==> config.mk <==
export PLATFORM = sky130hd
export DESIGN_NAME = regfile_debug_arbiter
export DESIGN_NICKNAME = d
export VERILOG_FILES = /design/src/rtl/regfile_debug_arbiter_pkg.sv /design/src/rtl/regfile_debug_arbiter_strobe_merge.sv /design/src/rtl/regfile_debug_arbiter.sv
export SDC_FILE = /design/constraint.sdc
export NUM_CORES = 1
export LEC_CHECK = 0
export CAP_MARGIN = 30
export CORE_UTILIZATION = 55
export CTS_CLUSTER_DIAMETER = 40
export CTS_CLUSTER_SIZE = 25
export DETAILED_ROUTE_END_ITERATION = 8
export DONT_BUFFER_PORTS = 1
export PLACE_DENSITY = 0.73
export SYNTH_ARGS = -nofsm -noshare
export SYNTH_HDL_FRONTEND = slang
export SYNTH_SLANG_ARGS = --single-unit
==> constraint.sdc <==
create_clock -name clk -period 1.62 [get_ports clk]
set_input_delay 0.162 -clock clk [delete_from_list [all_inputs] [get_ports clk]]
set_output_delay 0.162 -clock clk [all_outputs]
set_load 0.005 [all_outputs]
==> src/rtl/regfile_debug_arbiter_pkg.sv <==
// +----------------------------------------------------------------------------+
// | regfile_debug_arbiter_pkg                                                  |
// | Shared widths, FSM state encoding and latched-request record for the       |
// | register-file debug arbiter.                                               |
// | Revision: 1.0                                                              |
// +----------------------------------------------------------------------------+
`default_nettype none

package regfile_debug_arbiter_pkg;

  localparam int DATA_WIDTH        = 32;
  localparam int REG_ADDR_WIDTH    = 5;
  localparam int STRB_WIDTH        = DATA_WIDTH / 8;
  localparam int TIMEOUT_CNT_WIDTH = 8;

  typedef enum logic [2:0] {
    ST_IDLE  = 3'd0,
    ST_STOP  = 3'd1,
    ST_READ  = 3'd2,
    ST_WRITE = 3'd3,
    ST_ACK   = 3'd4,
    ST_GAP   = 3'd5
  } arb_state_t;

  typedef struct packed {
    logic                      we;
    logic [REG_ADDR_WIDTH-1:0] addr;
    logic [DATA_WIDTH-1:0]     wdata;
    logic [STRB_WIDTH-1:0]     wstrb;
  } dbg_txn_t;

endpackage

`default_nettype wire

==> src/rtl/regfile_debug_arbiter_strobe_merge.sv <==
// +----------------------------------------------------------------------------+
// | strobe_merge                                                               |
// | Combinational byte-strobed merge of new write data over an old value.      |
// | Revision: 1.0                                                              |
// +----------------------------------------------------------------------------+
`default_nettype none

module strobe_merge
  import regfile_debug_arbiter_pkg::*;
(
  input  logic [DATA_WIDTH-1:0] old,
  input  logic [DATA_WIDTH-1:0] wdata,
  input  logic [STRB_WIDTH-1:0] wstrb,
  output logic [DATA_WIDTH-1:0] merged
);

  for (genvar i = 0; i < STRB_WIDTH; i++) begin : g_byte
    assign merged[8*i +: 8] = wstrb[i] ? wdata[8*i +: 8] : old[8*i +: 8];
  end

endmodule

`default_nettype wire

==> src/rtl/regfile_debug_arbiter.sv <==
// +----------------------------------------------------------------------------+
// | regfile_debug_arbiter                                                      |
// | Stalls the core, then performs a strobed read-modify-write or read on the  |
// | register file for the debug master. Optional STOP timeout is enabled by    |
// | defining REGFILE_ARB_TIMEOUT_EN.                                           |
// | Revision: 1.0                                                              |
// +----------------------------------------------------------------------------+
`default_nettype none

module regfile_debug_arbiter
  import regfile_debug_arbiter_pkg::*;
#(
  parameter int STOP_TIMEOUT = 64
) (
  input  logic                      clk,
  input  logic                      rst_n,
  input  logic                      dbg_req,
  input  logic                      dbg_we,
  input  logic [REG_ADDR_WIDTH-1:0] dbg_addr,
  input  logic [DATA_WIDTH-1:0]     dbg_wdata,
  input  logic [STRB_WIDTH-1:0]     dbg_wstrb,
  output logic                      dbg_ack,
  output logic [DATA_WIDTH-1:0]     dbg_rdata,
  output logic                      dbg_err,
  output logic                      cpu_stop,
  input  logic                      cpu_idle,
  input  logic                      core_we,
  input  logic [REG_ADDR_WIDTH-1:0] core_waddr,
  input  logic [DATA_WIDTH-1:0]     core_wdata,
  input  logic [REG_ADDR_WIDTH-1:0] core_rs1_addr,
  input  logic [REG_ADDR_WIDTH-1:0] core_rs2_addr,
  output logic                      rf_we,
  output logic [REG_ADDR_WIDTH-1:0] rf_waddr,
  output logic [DATA_WIDTH-1:0]     rf_wdata,
  output logic [REG_ADDR_WIDTH-1:0] rf_rs1_addr,
  output logic [REG_ADDR_WIDTH-1:0] rf_rs2_addr,
  input  logic [DATA_WIDTH-1:0]     rf_rs1
);

  localparam logic [TIMEOUT_CNT_WIDTH-1:0] c_TIMEOUT_LAST =
    TIMEOUT_CNT_WIDTH'(STOP_TIMEOUT - 1);

  arb_state_t            r_state;
  dbg_txn_t              r_txn;
  dbg_txn_t              w_req_txn;
  logic [DATA_WIDTH-1:0] w_merged;
  logic                  w_timeout;
  logic                  w_addr_zero;

  assign w_req_txn   = '{we: dbg_we, addr: dbg_addr, wdata: dbg_wdata, wstrb: dbg_wstrb};
  assign w_addr_zero = (r_txn.addr == '0);

  strobe_merge u_strobe_merge (
    .old    (rf_rs1),
    .wdata  (r_txn.wdata),
    .wstrb  (r_txn.wstrb),
    .merged (w_merged)
  );

`ifdef REGFILE_ARB_TIMEOUT_EN
  logic [TIMEOUT_CNT_WIDTH-1:0] r_stop_cnt;
  logic                         r_err;

  assign w_timeout = (r_state == ST_STOP) && !cpu_idle && (r_stop_cnt == c_TIMEOUT_LAST);
  assign dbg_err   = r_err;

  // Counts only stalled STOP cycles; any other state rearms it.
  always_ff @(posedge clk or negedge rst_n) begin
    if (!rst_n) begin
      r_stop_cnt <= '0;
    end else if (r_state != ST_STOP) begin
      r_stop_cnt <= '0;
    end else if (!cpu_idle) begin
      r_stop_cnt <= r_stop_cnt + 1'b1;
    end
  end

  always_ff @(posedge clk or negedge rst_n) begin
    if (!rst_n) begin
      r_err <= 1'b0;
    end else if (w_timeout) begin
      r_err <= 1'b1;
    end else if (r_state == ST_WRITE) begin
      r_err <= 1'b0;
    end
  end
`else
  wire w_unused_timeout = ^c_TIMEOUT_LAST;

  assign w_timeout = 1'b0;
  assign dbg_err   = 1'b0;
`endif

  always_ff @(posedge clk or negedge rst_n) begin
    if (!rst_n) begin
      r_state   <= ST_IDLE;
      r_txn     <= '0;
      cpu_stop  <= 1'b0;
      dbg_ack   <= 1'b0;
      dbg_rdata <= '0;
    end else begin
      dbg_ack <= 1'b0;
      case (r_state)
        ST_IDLE: begin
          if (dbg_req) begin
            r_txn    <= w_req_txn;
            cpu_stop <= 1'b1;
            r_state  <= ST_STOP;
          end
        end
        ST_STOP: begin
          if (cpu_idle) begin
            r_state <= ST_READ;
          end else if (w_timeout) begin
            dbg_rdata <= '0;
            dbg_ack   <= 1'b1;
            r_state   <= ST_ACK;
          end
        end
        ST_READ: begin
          r_state <= ST_WRITE;
        end
        ST_WRITE: begin
          dbg_rdata <= w_addr_zero ? '0 : rf_rs1;
          dbg_ack   <= 1'b1;
          r_state   <= ST_ACK;
        end
        ST_ACK: begin
          r_state <= ST_GAP;
        end
        ST_GAP: begin
          // The core is still stopped, so a new request skips the drain wait.
          if (dbg_req) begin
            r_txn   <= w_req_txn;
            r_state <= ST_READ;
          end else begin
            cpu_stop <= 1'b0;
            r_state  <= ST_IDLE;
          end
        end
        default: begin
          cpu_stop <= 1'b0;
          r_state  <= ST_IDLE;
        end
      endcase
    end
  end

  always_comb begin
    rf_we       = 1'b0;
    rf_waddr    = '0;
    rf_wdata    = '0;
    rf_rs1_addr = r_txn.addr;
    rf_rs2_addr = '0;
    case (r_state)
      ST_IDLE, ST_STOP: begin
        rf_we       = core_we;
        rf_waddr    = core_waddr;
        rf_wdata    = core_wdata;
        rf_rs1_addr = core_rs1_addr;
        rf_rs2_addr = core_rs2_addr;
      end
      ST_WRITE: begin
        if (r_txn.we && !w_addr_zero) begin
          rf_we    = 1'b1;
          rf_waddr = r_txn.addr;
          rf_wdata = w_merged;
        end
      end
      default: ;
    endcase
  end

endmodule

`default_nettype wire

==> results of run 1 <==
-- final cells by class --
class | instances | share of cell area
flip-flops and latches | 79 | 0.337
repair buffers | 125 | 0.250
inverters | 1 | 0.000641
clock inverters | 5 | 0.0100
clock buffers | 11 | 0.0224
well taps | 99 | 0.0211
multi-input cells | 274 | 0.358
-- kinds of logic (layout without fill, tap and decap cells) --
family,Yosys count,after routing,synth area share
AOI/OAI and AO/OA,76,76,0.110
buffers and inverters,31,142,0.0486
DFF,79,79,0.477
muxes,80,80,0.243
other,1,1,0.000904
and+or+nand+nor,117,117,0.120
-- synthesized netlist by cell type (all sizes together) --
| cell type | number |
|---|---|
| clkbuf | 11 |
| conb | 1 |
| mux2i | 33 |
| and3b | 1 |
| o32ai | 1 |
| nor2b | 1 |
| buf | 19 |
| nand3b | 2 |
| and2 | 5 |
| and4b | 1 |
| o21ai | 67 |
| mux2 | 47 |
| o22ai | 1 |
| a22o | 5 |
| nand2 | 99 |
| nand2b | 4 |
| o21a | 1 |
| o21ba | 1 |
| dfrtp | 79 |
| nor2 | 3 |
| inv | 1 |
| or4 | 1 |
-- state kept, by name, indices dropped and copies added (netlist names) --
register   flops
r_txn         42
dbg_ack        1
cpu_stop       1
dbg_rdata     32
r_state        3
-- stage by stage --
step | setup WS (ps) | instances | util
after floorplan | 47.9 | 384 | -
after global routing | -480 | 594 | 0.808
after detailed placement | -9.77 | 477 | 0.598
after CTS | -378 | 576 | 0.748
after global placement | 29.7 | 477 | 0.598
final | -426 | 594 | 0.808
-- worst paths after layout --
kind                               from            end
setup / recovery              r_txn[39]   rf_wdata[10]
hold / removal                    rst_n   dbg_rdata[0]
setup reg to reg              r_txn[39]  dbg_rdata[10]
hold reg to reg            dbg_rdata[8]   dbg_rdata[8]
max in group asynchronous         rst_n  dbg_rdata[25]
min in group clk                dbg_req     r_state[0]
-- power by group through the flow --
stage | registers [mW] | logic [mW] | clock network (mW)
finish | 3.91 | 5.35 | 1.45
global route | 4.02 | 5.70 | 1.54
CTS | 3.84 | 4.36 | 1.46
detailed placement | 3.87 | 3.86 | 0
global placement | 3.84 | 3.73 | 0
floorplan | 3.46 | 3.31 | 0
-- worst reg2reg max path, stage by stage, from the launching register on --
cell	delay [ps]
dfrtp_1	380
or4_4	570
buf_4	160
buf_6	110
nor2_4	200
buf_6	140
clkbuf_16	140
o21ai_0	80
-- per-layer routing --
layer / GRT usage / share of wire
met5: 0 / 0
met2: 0.503 / 0.54
met1: 0.332 / 0.39
met4: 0.106 / 0.022
met3: 0.0662 / 0.053
-- repair_timing --
action | 4_1_cts | 5_1_grt
cloned | 1 | 10
hold endpoints to repair | 153 | 79
gates resized for setup | 34 | 48
setup buffers | 8 | 10
setup endpoints to repair | 52 | 122
pin swaps | 6 | 10
==> summary.txt, run 1 <==
Setup path
  – Worst R2R Setup Slack: -260 ps
  – CP dominant cell by count: buf_12
  – Critical path launch point type: flip-flop
  – WP data required: 1460 ps
  – Depth of the most critical reg-to-reg path: 7
  – Slowest CP cell: or4_4
  – Kind of cell adding the most delay to the critical path: simple AND/OR/NAND/NOR gates
  – CP Depth: 5
  – Critical path capture point type: output port
  – Crit path arrival time: 1880 ps
  – CP Cell Sequence: or4_4 > o21ai_4 > buf_12 > buf_12 > o21ai_1
  – CP max stage delay: 570 ps
  – Worst-path fanout max: 9
  – Worst setup path category: reg2out
  – CP Buf/Inv Count: 2

Clocking
  – CTS tree: yes
  – Max Root-Sink Buffers: 2
  – Total CTS buffers: 9
  – Worst-Skew Late Latency: 350 ps
  – Root buf cell: clkbuf_8
  – Hold buffers post-CTS: 74
  – CTS sink count: 79
  – H-tree levels: 3
  – Clock slew at reported path FFs: 80 ps

Logic synthesis
  – Dominant cells by area after synthesis: dfrtp_1 (48%), mux2_4 (14%), nand2_1 (9.0%)
  – Post-Syn Nets: 510
  – Unique masters post-synth: 32
  – Post-synthesis register bit count: 79
  – Post-Syn Instances: 384
  – Syn_area_per_cell: 10.8 um2
  – YS warnings: 0
  – Sequential fraction of the synthesis area: 0.477
  – Cell Area, Synth: 4150 um2
  – Top-area cell type share of the netlist area: 0.477
  – Post-synth top area cell: dfrtp_1

Power
  – Flop pwr share: 0.365
  – Combinational power share: 0.500
  – Switch Pwr: 3.99 mW
  – Power consumption: 10.7 mW
  – Lkg Pwr: 2.70 nW
  – Clock share of power: 0.135
  – Sw Ratio: 0.373
  – Cell area power density: 1830 nW/um2
  – Internal: 6.72 mW
  – Max VDD drop: 0.00109 V

STA
  – Fin. Hold Viols: 79
  – Worst slew pin tran: 553 ps
  – Fin Hold WS: -505 ps
  – Slew Limit Fails: 0
  – Worst rel slew slack: 0.631
  – Final worst-path cycle share: 1.26
  – # setup viols final: 122
  – Fmax: 489 MHz
  – Clk_skew: 9.12 ps
  – Setup_tns: -29050 ps
  – Tmin final: 2050 ps
  – Setup ws final: -426 ps
  – Unrepaired setup endpoints after global routing: true

GRT
  – Largest net degree at the start of global routing: 80
  – Gr usage total: 0.283
  – Initial antenna violation count: 0
  – GR Overflow Total: 0
  – First-pass GRT wire length: 16300 um
  – Vias in the first global route: 3324

Finish
  – NumNets Final: 616
  – Most common cell after layout, fill and taps aside: nand2_1
  – Register area: 1980 um2
  – Synthesis-to-finish area growth: 41.2%
  – Fillers: 460
  – Layout cells sized above 1: 0.301
  – Design area: 5860 um2
  – Multi-input logic area: 2100 um2
  – Most frequent cells in the layout: nand2_1 (99), dfrtp_1 (79), dlygate4sd3_1 (74)
  – # diodes: 0

Routing
  – Post-route DRC: 0
  – TritonRoute pass-1 iters: 4
  – Detailed-route wire length: 13100 um
  – Initial DRC count: 89
  – Drt via density: 5.71
  – Wire per inst: 22.1 um
  – Number of routed nets with antenna violations: 0
  – Via count: 3391

Hold path
  – Hold Crit Class: in2async

Placed design
  – Port Buffers: 0
  – Placed Area: 4340 um2
  – RD Place Congestion: 0.726
  – Hpwl dp: 6830 um

Outcome
  – Failing checks: negative hold slack, negative setup slack
  – Status: complete, but fails checks

Floorplan
  – Die width: 88.8 um
  – Die area: 7890 um2
  – Initial Utilization: 0.572
  – Core area: 7250 um2
  – Die H: 88.8 um
  – # IOs: 209
  – Site row count: 31

Flow run
  – Max-cap violations: 0
(Power assumes the default switching activity.)
==> inputs of run 2 (changes only) <==
Settings changed: ABC_AREA set to 1, SETUP_SLACK_MARGIN set to 0.02.
==> run 2 against run 1 <==
Effect of this change:
- the flow still finishes with violations (negative hold slack, negative setup slack)
- die area rose by 1.7%
- register-to-register slack improved by 280 ps
- sequential cell count did not move
- routed wire length rose by 12%
==> summary.txt, run 2 <==
Setup path
  – Crit path arrival time: 1600 ps (-280 ps)
  – Worst Setup EP: rf_wdata[26]
  – Depth of the most critical reg-to-reg path: 7 (unchanged)
  – Critical Path Source: r_state[2]
  – Worst setup path category: reg2out
  – Critical path capture point type: output port
  – Worst-path fanout max: 6 (-3)
  – Critical path launch point type: flip-flop
  – Crit Reg-Reg Startpoint: r_state[1]
  – WP data required: 1460 ps (about the same)
  – Reg-to-reg endpoint: r_txn[41]
  – Worst R2R Setup Slack: 20 ps (+280 ps)

Logic synthesis
  – Asr flop ratio synth: 1.00 (unchanged)
  – Post-Syn Nets: 734 (+44%)
  – Post-synth EDFFs: 0 (unchanged)
  – Most numerous cell in the Yosys netlist: nand2_1
  – Post-Syn Instances: 608 (+58%)
  – Cell Area, Synth: 4220 um2 (+1.7%)
  – Post-synth top area cell: dfrtp_1
  – Post-synth top cells: nand2_1 (270), nand3_1 (105), dfrtp_1 (79)
  – Top-area cell type share of the netlist area: 0.469 (-0.00792)
  – Dominant cells by area after synthesis: dfrtp_1 (47%), nand2_1 (24%), nand3_1 (12%)
  – Sequential fraction of the synthesis area: 0.469 (-0.00792)
  – Syn_area_per_cell: 6.94 um2 (-36%)
  – YS warnings: 0 (unchanged)
  – Unique masters post-synth: 17 (-47%)
  – Post-synthesis register bit count: 79 (unchanged)
  – Top FF cell, synth: dfrtp_1

GRT
  – GR Overflow Total: 0 (unchanged)
  – Vias in the first global route: 4127 (+24%)
  – Largest net degree at the start of global routing: 80 (unchanged)
  – Initial antenna violation count: 0 (unchanged)
  – First-pass GRT wire length: 20200 um (+24%)
  – Gr usage total: 0.341 (+0.0583)

Outcome
  – Failing checks: negative hold slack, negative setup slack
  – Status: complete, but fails checks

Routing
  – Drt via density: 5.74 (+0.50%)
  – Via count: 4590 (+35%)
  – Initial DRC count: 352 (+300%)
  – Detailed-route wire length: 14600 um (+12%)
  – TritonRoute pass-1 iters: 5 (+1)
  – Number of routed nets with antenna violations: 0 (unchanged)
  – Post-route DRC: 0 (unchanged)
  – Wire per inst: 18.3 um (-17%)

Finish
  – Most common cell after layout, fill and taps aside: nand2_1
  – # diodes: 0 (unchanged)
  – Most frequent cells in the layout: nand2_1 (248), nand3_1 (92), dfrtp_1 (77)
  – Largest register FFs: 42 (unchanged)
  – Synthesis-to-finish area growth: 40.9%
  – NumNets Final: 823 (+34%)
  – Regs by FF count: r_txn x42, dbg_rdata x32, r_state x3
  – Most flop-heavy register: r_txn
  – Layout cells sized above 1: 0.163 (-0.138)

STA
  – Final worst-path cycle share: 1.09 (-0.172)
  – Tmin final: 1770 ps (-279 ps)
  – Setup ws final: -147 ps (+279 ps)
  – Clk_skew: 9.15 ps (+0.0265 ps)
  – Slew Limit Fails: 0 (unchanged)
  – Fmax: 566 MHz (+16%)
  – # setup viols final: 48 (-61%)
  – Setup_tns: -4740 ps (+24310 ps)
  – Fin. Hold Viols: 79 (unchanged)
  – Fin Hold WS: -490 ps (+14.6 ps)
  – Unrepaired setup endpoints after global routing: true

Clocking
  – Root buf cell: clkbuf_8
  – CTS sink count: 79 (unchanged)
  – Hold buffers post-CTS: 74 (unchanged)
  – Worst-Skew Late Latency: 340 ps (about the same)
  – Clock slew at reported path FFs: 80 ps (about the same)
  – Total CTS buffers: 9 (unchanged)
  – CTS tree: yes
  – H-tree levels: 3 (unchanged)
  – Max Root-Sink Buffers: 2 (unchanged)

Floorplan
  – Site row count: 31 (unchanged)
  – # IOs: 209 (unchanged)
  – Die width: 89.6 um (+0.82%)
  – Die area: 8020 um2 (+1.7%)
  – Die H: 89.6 um (+0.82%)
  – Core area: 7330 um2 (+1.1%)
  – Initial Utilization: 0.575 (+0.00351)

Hold path
  – Hold Crit Class: in2async

Placed design
  – RD Place Congestion: 0.861 (+19%)
  – Hpwl dp: 7810 um (+14%)
  – Port Buffers: 0 (unchanged)

Power
  – Lkg Pwr: 3.06 nW (+13%)
  – Max VDD drop: 0.00129 V (+19%)
  – Cell area power density: 1800 nW/um2 (-1.3%)
  – Power consumption: 10.7 mW (+0.14%)

Flow run
  – Max-cap violations: 0 (unchanged)
run 2: changes by cell type in the layout (fill, tap and decap cells not counted), sizes merged, moves of 22 or more:
cell	change
inv	+47
mux2	-47
mux2i	-33
nand3	+107
nand2	+172
o21ai	-22
run 2: worst min-delay path by stage:
stage | to | cells past startpoint
after global placement | dbg_rdata[11] | 0
after detailed placement | dbg_rdata[14] | 0
final | dbg_rdata[14] | 0
after CTS | dbg_rdata[14] | 0
after floorplan | cpu_stop | 0
after global routing | dbg_rdata[7] | 0
run 2: layout make-up:
| cell class | count | area, um2 |
|---|---|---|
| multi-input cells | 438 | 2070 |
| repair buffers | 120 | 1390 |
| well taps | 99 | 124 |
| clock inverters | 5 | 60.1 |
| clock buffers | 10 | 128 |
| inverters | 49 | 188 |
| fillers | 440 | 1390 |
| flip-flops and latches | 79 | 1980 |
run 2: routing by layer:
metal | global-route usage | vias to the layer above | wire length (um)
met2 | 0.580 | 281 | 7390
met5 | 0 | - | 0
met4 | 0.140 | 0 | 316
li1 | - | 2092 | -
met3 | 0.0558 | 29 | 1260
met1 | 0.434 | 2188 | 5660
run 2: cell families after synthesis:
logic type	synth area share
simple gates	0.387
compound gates	0.0534
flops	0.469
buf+inv	0.0896
other cells	0.000889
run 2: stage by stage:
| stage | cell area (um2) | util | setup slack, ps | instances |
|---|---|---|---|---|
| 4_1_cts | 5700 | 0.777 | -64.6 | 791 |
| 6_report | 5940 | 0.811 | -147 | 800 |
| 2_1_floorplan | 4220 | - | 261 | 608 |
| 5_1_grt | 5940 | 0.811 | -184 | 800 |
| 3_5_place_dp | 4310 | 0.588 | 48.9 | 679 |
| 3_3_place_gp | 4310 | 0.588 | 126 | 679 |
run 2: critical path: stages (launching register included):
cell and delay (ps):
dfrtp_1 420, inv_2 110, nand3_4 90, nor2_4 170, buf_12 150, clkbuf_16 150, nand3_1 90, nand2_1 100
run 2: power by group:
part,internal (mW),leakage [nW],switching (mW),total [mW]
registers,2.92,0.981,0.877,3.80
logic,2.42,1.99,3.09,5.50
clock network,0.708,0.0923,0.710,1.42
total,6.05,3.06,4.67,10.7
run 2: timing repair:
| action | CTS | global route |
|---|---|---|
| buffers inserted | 16 | 9 |
| pin swaps | 14 | 19 |
| cloned | 7 | 3 |
| endpoints found under the setup margin | 45 | 93 |
| endpoints found under the hold margin | 153 | 79 |
| gates resized for setup | 37 | 50 |
